<file path="config.mk">
export PLATFORM = sky130hd
export DESIGN_NAME = text_renderer
export DESIGN_NICKNAME = d
export VERILOG_FILES = /design/src/rtl/text_renderer.sv
export SDC_FILE = /design/constraint.sdc
export NUM_CORES = 1
export LEC_CHECK = 0
export BUFFER_PORTS_ARGS = -buffer_cell sky130_fd_sc_hd__buf_2
export CORE_ASPECT_RATIO = 0.7
export CORE_MARGIN = 1.5
export CORE_UTILIZATION = 25
export DETAILED_ROUTE_END_ITERATION = 7
export PLACE_DENSITY = 0.58
export SLEW_MARGIN = 20
export SYNTH_ARGS = -nofsm -noshare
export SYNTH_HDL_FRONTEND = slang
export SYNTH_SLANG_ARGS = --single-unit
</file>
<file path="constraint.sdc">
create_clock -name clk -period 2.3 [get_ports clk]
set_clock_uncertainty 0.05 [all_clocks]
set_input_delay 0.575 -clock clk [delete_from_list [all_inputs] [get_ports clk]]
set_output_delay 0.575 -clock clk [all_outputs]
set_load 0.01 [all_outputs]
</file>
<file path="src/rtl/text_renderer.sv">
// Character-cell text renderer: VGA timing -> text RAM -> font ROM -> pixel, five register stages.
// Optional blinking underline cursor enabled by defining TEXT_RENDERER_CURSOR_EN.
module text_renderer #(
    parameter int COLS = 80,
    parameter int ROWS = 30
) (
    input  logic        clk,
    input  logic        rst,
    input  logic [9:0]  i_hcount,
    input  logic [9:0]  i_vcount,
    input  logic        i_hsync,
    input  logic        i_vsync,
    input  logic        i_active,
    output logic [11:0] o_text_addr,
    input  logic [7:0]  i_text_data,
    output logic [11:0] o_font_addr,
    input  logic [7:0]  i_font_data,
    input  logic [6:0]  i_cursor_col,
    input  logic [4:0]  i_cursor_row,
    output logic        o_pixel,
    output logic        o_hsync,
    output logic        o_vsync,
    output logic        o_active
);

    localparam logic [11:0] COLS_W = 12'(COLS);
    localparam logic [11:0] ROWS_W = 12'(ROWS);

    typedef struct packed {
        logic act;
        logic hs;
        logic vs;
        logic cur;
    } ctl_t;

    logic [6:0]  col;
    logic [5:0]  row;
    logic [3:0]  glyph_row;
    logic [11:0] col_w;
    logic [11:0] row_w;
    logic [11:0] addr_c;
    logic        in_range;
    logic        cur_hit;

    logic [3:0]  grow1, grow2;
    logic [2:0]  bit1, bit2, bit3, bit4;
    ctl_t        ctl1, ctl2, ctl3, ctl4;

    assign col       = i_hcount[9:3];
    assign row       = i_vcount[9:4];
    assign glyph_row = i_vcount[3:0];
    assign col_w     = 12'(col);
    assign row_w     = 12'(row);
    assign in_range  = (col_w < COLS_W) && (row_w < ROWS_W);

    // The default width of 80 avoids a multiplier: 80*row = 64*row + 16*row.
    always_comb begin
        addr_c = '0;
        if (COLS == 80)
            addr_c = (row_w << 6) + (row_w << 4) + col_w;
        else
            addr_c = row_w * COLS_W + col_w;
    end

`ifdef TEXT_RENDERER_CURSOR_EN
    logic [5:0] frame_cnt;
    logic       vsync_q;

    always_ff @(posedge clk or posedge rst) begin
        if (rst) begin
            frame_cnt <= '0;
            vsync_q   <= 1'b0;
        end else begin
            vsync_q <= i_vsync;
            if (i_vsync && !vsync_q)
                frame_cnt <= frame_cnt + 6'd1;
        end
    end

    // Underline occupies glyph rows 14 and 15 of the cursor cell during the visible blink phase.
    assign cur_hit = frame_cnt[5] && (col == i_cursor_col) && (row == {1'b0, i_cursor_row})
                     && (glyph_row[3:1] == 3'b111);
`else
    logic unused_cursor;
    assign unused_cursor = ^{i_cursor_col, i_cursor_row};
    assign cur_hit       = 1'b0;
`endif

    always_ff @(posedge clk or posedge rst) begin
        if (rst) begin
            o_text_addr <= '0;
            o_font_addr <= '0;
            o_pixel     <= 1'b0;
            o_hsync     <= 1'b0;
            o_vsync     <= 1'b0;
            o_active    <= 1'b0;
            grow1       <= '0;
            grow2       <= '0;
            bit1        <= '0;
            bit2        <= '0;
            bit3        <= '0;
            bit4        <= '0;
            ctl1        <= '0;
            ctl2        <= '0;
            ctl3        <= '0;
            ctl4        <= '0;
        end else begin
            o_text_addr <= (i_active && in_range) ? addr_c : 12'd0;
            grow1       <= glyph_row;
            bit1        <= i_hcount[2:0];
            ctl1        <= {i_active, i_hsync, i_vsync, cur_hit};

            grow2       <= grow1;
            bit2        <= bit1;
            ctl2        <= ctl1;

            o_font_addr <= {i_text_data, grow2};
            bit3        <= bit2;
            ctl3        <= ctl2;

            bit4        <= bit3;
            ctl4        <= ctl3;

            o_pixel     <= ctl4.act & (i_font_data[3'd7 - bit4] | ctl4.cur);
            o_hsync     <= ctl4.hs;
            o_vsync     <= ctl4.vs;
            o_active    <= ctl4.act;
        end
    end

endmodule
</file>
* Yosys cells after proc, flatten, opt, wreduce, memory -nomap -nowiden
Cells that the tools add are included.
W data, S select, Z words.
** Word-level totals
- Output and inout port bits :: 28
- Register bits :: 60
- Bits of input ports :: 53
** Operators by class
- Muxes and demuxes :: 3
- $add $sub $neg :: 3
- Bitwise logic cells :: 1
- Reductions and logical operators :: 2
- $lt $le $gt $ge :: 3
** Operators with widths (count)
- $add A12 B10 Y12 :: 1
- $add A12 B7 Y12 :: 1
- $mux W12 :: 1
- $lt A7 B7 Y1 const B :: 1
- $lt A6 B5 Y1 const B :: 1
- $lt A3 B4 Y1 const B :: 1
- $bmux W1 S3 :: 1
- $sub A3 B3 Y3 const A :: 1
- $logic_and A1 B1 Y1 :: 2
- $and A1 B1 Y1 :: 1
- $mux W1 :: 1

* Logic depth before layout (Yosys ltp)
- Depth after elaboration :: 4
- Mapped depth :: 8

* Least setup slack after synthesis
No wires, ideal clock.
- Kind :: input-to-reg
- Start :: in i_hcount[9]
- End :: reg o_text_addr[11]
- Buffers on the path :: 0
- Slack :: 0.083 ns
- Arrival time :: 2.087 ns
- Library setup time :: 0.080 ns
- Stages on the path :: 7
- Cell sequence :: inv_1 -> fa_1 -> fa_1 -> nand2b_1 -> a21oi_1 -> o21ai_0 -> a21oi_1
** Between the ends
- Word-level cells in the longest chain between the ends :: 4
** RTL lines
- start, declared :: line 9 : input logic [9:0] i_hcount,
- parallel branches: the longest is 3 deep, another holds $add A12 B7 Y12
- $mux W12 (*) :: line 108 : o_text_addr <= (i_active && in_range) ? addr_c : 12'd0;
- end signal, assigned :: line 108
- end, declared :: line 14 : output logic [11:0] o_text_addr,
Every way passes the cells marked *.

* Final worst setup path
Ends and elaborated chain as after synthesis.

==> results.json <==
{
  "syn_to_final_growth_pct": 44.1,
  "syn_nets": 186,
  "internal_power_mw": 2.27,
  "grt_overflow": 0,
  "antenna_found_initial": 0,
  "fp.dieW_um": 109,
  "crit_path_max_incr_delay_ps": 520,
  "route.detailed.drc": 0,
  "grt_pass1_wl_um": 6020,
  "portBuffers": 68,
  "comb_power_share_pct": 7.3,
  "drv_cap": 0,
  "startpoint_type": "input port",
  "rsz0062_at_grt": "no",
  "ys_seq_area_share_pct": 75.8,
  "whs_ps": 101,
  "nets": 271,
  "rr_worst_depth": 3,
  "yosys.area.top_type_share_pct": 75.8,
  "total_power_mw": 2.85,
  "synth_warnings": 0,
  "cts_hold_buf": 0,
  "worstSetupPathType": "input port to flop",
  "grt_pass1_vias": 1263,
  "final_cell_mix": "68 x buf_2, 60 x dfrtp_1, 11 x ha_1, 9 x clkbuf_16, 8 x inv_1",
  "switching_share_pct": 20.3,
  "worstSetupEndpointType": "flop",
  "period_share_pct": 92.0,
  "synth_area_sq_um": 1980,
  "worstSkewPairLatency_ps": 310,
  "yosys-top-cells-area": "dfrtp_1 76%, ha_1 6.9%, mux4_1 2.7%",
  "avgSynthCellArea_sq_um": 16.5,
  "clock-sinks": 60,
  "dr.pass1.iters": 4,
  "drive_above_1_share_pct": 43.8,
  "drt_iter0_drc": 35,
  "power.share.clock_pct": 53.3,
  "routed_wirelength_um": 3550,
  "place_congestion": 0.724,
  "cts_setup_buffers": 0,
  "switchingPower_uw": 580,
  "max_freq_mhz": 473,
  "start_util_pct": 26.5,
  "hold_path_class": "input port to async pin",
  "cts_tree": "yes",
  "r2r_slack_ps": 1030,
  "reg2reg_to": "o_pixel",
  "cts_root_buf": "clkbuf_16",
  "yosysTopAreaCell": "dfrtp_1",
  "vias": 1216,
  "htreeDepth": 3,
  "final-max-slew-violation-count": 0,
  "cp_max_fo": 2,
  "rows": 26,
  "antenna_left": 0,
  "post_cts_resized": 0,
  "die_y_um": 77.5,
  "power.density_nw_per_um2": 999,
  "period_minus_slack_ps": 2120,
  "seqPwrFrac_pct": 39.4,
  "worstReg2RegStart": "bit4[0]",
  "critPathRequiredTime_ps": 2480,
  "layout_commonest_cell": "buf_2",
  "clk_pin_slew_worst_paths_ps": 50,
  "clock_path_buffers": 2,
  "max_slew_margin_pct": 82.1,
  "outcome": "completed",
  "crit_chain": "buf_2 -> inv_1 -> fa_1 -> fa_1 -> nand2b_1 -> a21oi_2 -> o21ai_0 -> a21oi_1",
  "p_leak_nw": 1.46,
  "antenna_cells": 0,
  "ir_drop_v": 0.000486,
  "die_area_sq_um": 8470,
  "synth-seq-cells": 60,
  "grtUsageTotal_pct": 9.60,
  "core_area_sq_um": 7480,
  "ys_types": 22,
  "cts_made_buffers": 9,
  "worst_pin_slew_ps": 267,
  "grt_max_degree": 35,
  "syn_inst": 120,
  "cp_slowest_cell": "fa_1",
  "drt-vias-per-instance": 3.95,
  "hold_violations": 0,
  "dp_hpwl_um": 2660,
  "cpMostUsedCell": "fa_1",
  "pin_count": 81,
  "setup_viol": 0,
  "wire_per_inst_um": 11.5,
  "crit_arrival_ps": 2290
}
==> cells in the mapped netlist, drive strengths merged <==
| master | instances |
|---|---|
| nand2 | 1 |
| inv | 9 |
| nor3 | 1 |
| nand4b | 1 |
| a21o | 2 |
| ha | 11 |
| a21oi | 5 |
| nand3 | 1 |
| a21boi | 1 |
| dfrtp | 60 |
| nand4 | 1 |
| xor2 | 2 |
| and4b | 1 |
| nand3b | 1 |
| nor2 | 6 |
| fa | 2 |
| and3b | 1 |
| mux4 | 2 |
| nand2b | 1 |
| o21ai | 4 |
| o2111ai | 1 |
| and2 | 6 |
==> through the flow <==
step	std cells	util [%]	worst slack (ps)	setup TNS, ps	cell area, sq um
final	308	38.1	184	0	2850
after global routing	308	38.1	14.1	0	2850
after CTS	308	38.1	184	0	2850
after detailed placement	292	33.4	-149	-496	2500
after global placement	292	33.4	-136	-446	2500
after floorplan	120	-	83.2	0	1980
==> cell families after synthesis <==
| group | after synthesis | share of synthesized area, % |
|---|---|---|
| and+or+nand+nor | 21 | 6.13 |
| DFF | 60 | 75.8 |
| muxes | 2 | 2.65 |
| adders and majority gates | 13 | 8.97 |
| buffers and inverters | 9 | 1.71 |
| xor gates and xnor gates | 2 | 0.885 |
| AOI/OAI and AO/OA | 13 | 3.85 |
==> state kept, by name (all words and copies together), names as in the netlist, 3 cells and up <==
register and flops:
bit1 3, bit2 3, bit3 3, bit4 3, ctl1 3, ctl2 3
ctl3 3, ctl4 3, grow1 4, grow2 4, o_font_addr 12, o_text_addr 12
==> final cells by class <==
| type | instances | area, sq um |
|---|---|---|
| fillers | 746 | 4630 |
| flip-flops and latches | 60 | 1500 |
| multi-input cells | 51 | 449 |
| repair buffers | 74 | 398 |
| clock buffers | 9 | 225 |
| clock inverters | 7 | 124 |
| well taps | 98 | 123 |
| inverters | 9 | 33.8 |
==> power groups by stage <==
stage / clock network, mW / registers (mW) / logic (mW)
detailed placement: 0 / 1.14 / 0.209
global placement: 0 / 1.14 / 0.207
floorplan: 0 / 1.15 / 0.0954
global route: 1.63 / 1.13 / 0.240
finish: 1.52 / 1.12 / 0.207
CTS: 1.57 / 1.12 / 0.211
==> worst max-delay path: cells and delay by family <==
family | cells | cell delay [ps]
simple gates | 1 | 180
buf+inv | 2 | 140
fa+ha+maj | 2 | 970
compound gates | 3 | 420
==> routing by layer <==
layer  track usage (%)  wire [um]  vias to the layer above
li1                  -          -                      574
met1              11.4       1610                      588
met2              14.5       1580                       49
met3              5.71        330                        5
met4              2.73         31                        0
met5                 0          0                        -
==> how the worst max path moves through the flow <==
stage | slack (ps) | end | from
detailed placement | -150 | o_text_addr[11] | i_hcount[9]
finish | 180 | o_text_addr[11] | i_hcount[9]
floorplan | 80 | o_text_addr[11] | i_hcount[9]
global route | 10 | o_text_addr[11] | i_hcount[9]
CTS | 180 | o_text_addr[11] | i_hcount[9]
global placement | -140 | o_text_addr[11] | i_hcount[9]
Note: power is estimated with default switching activity, not from simulation.
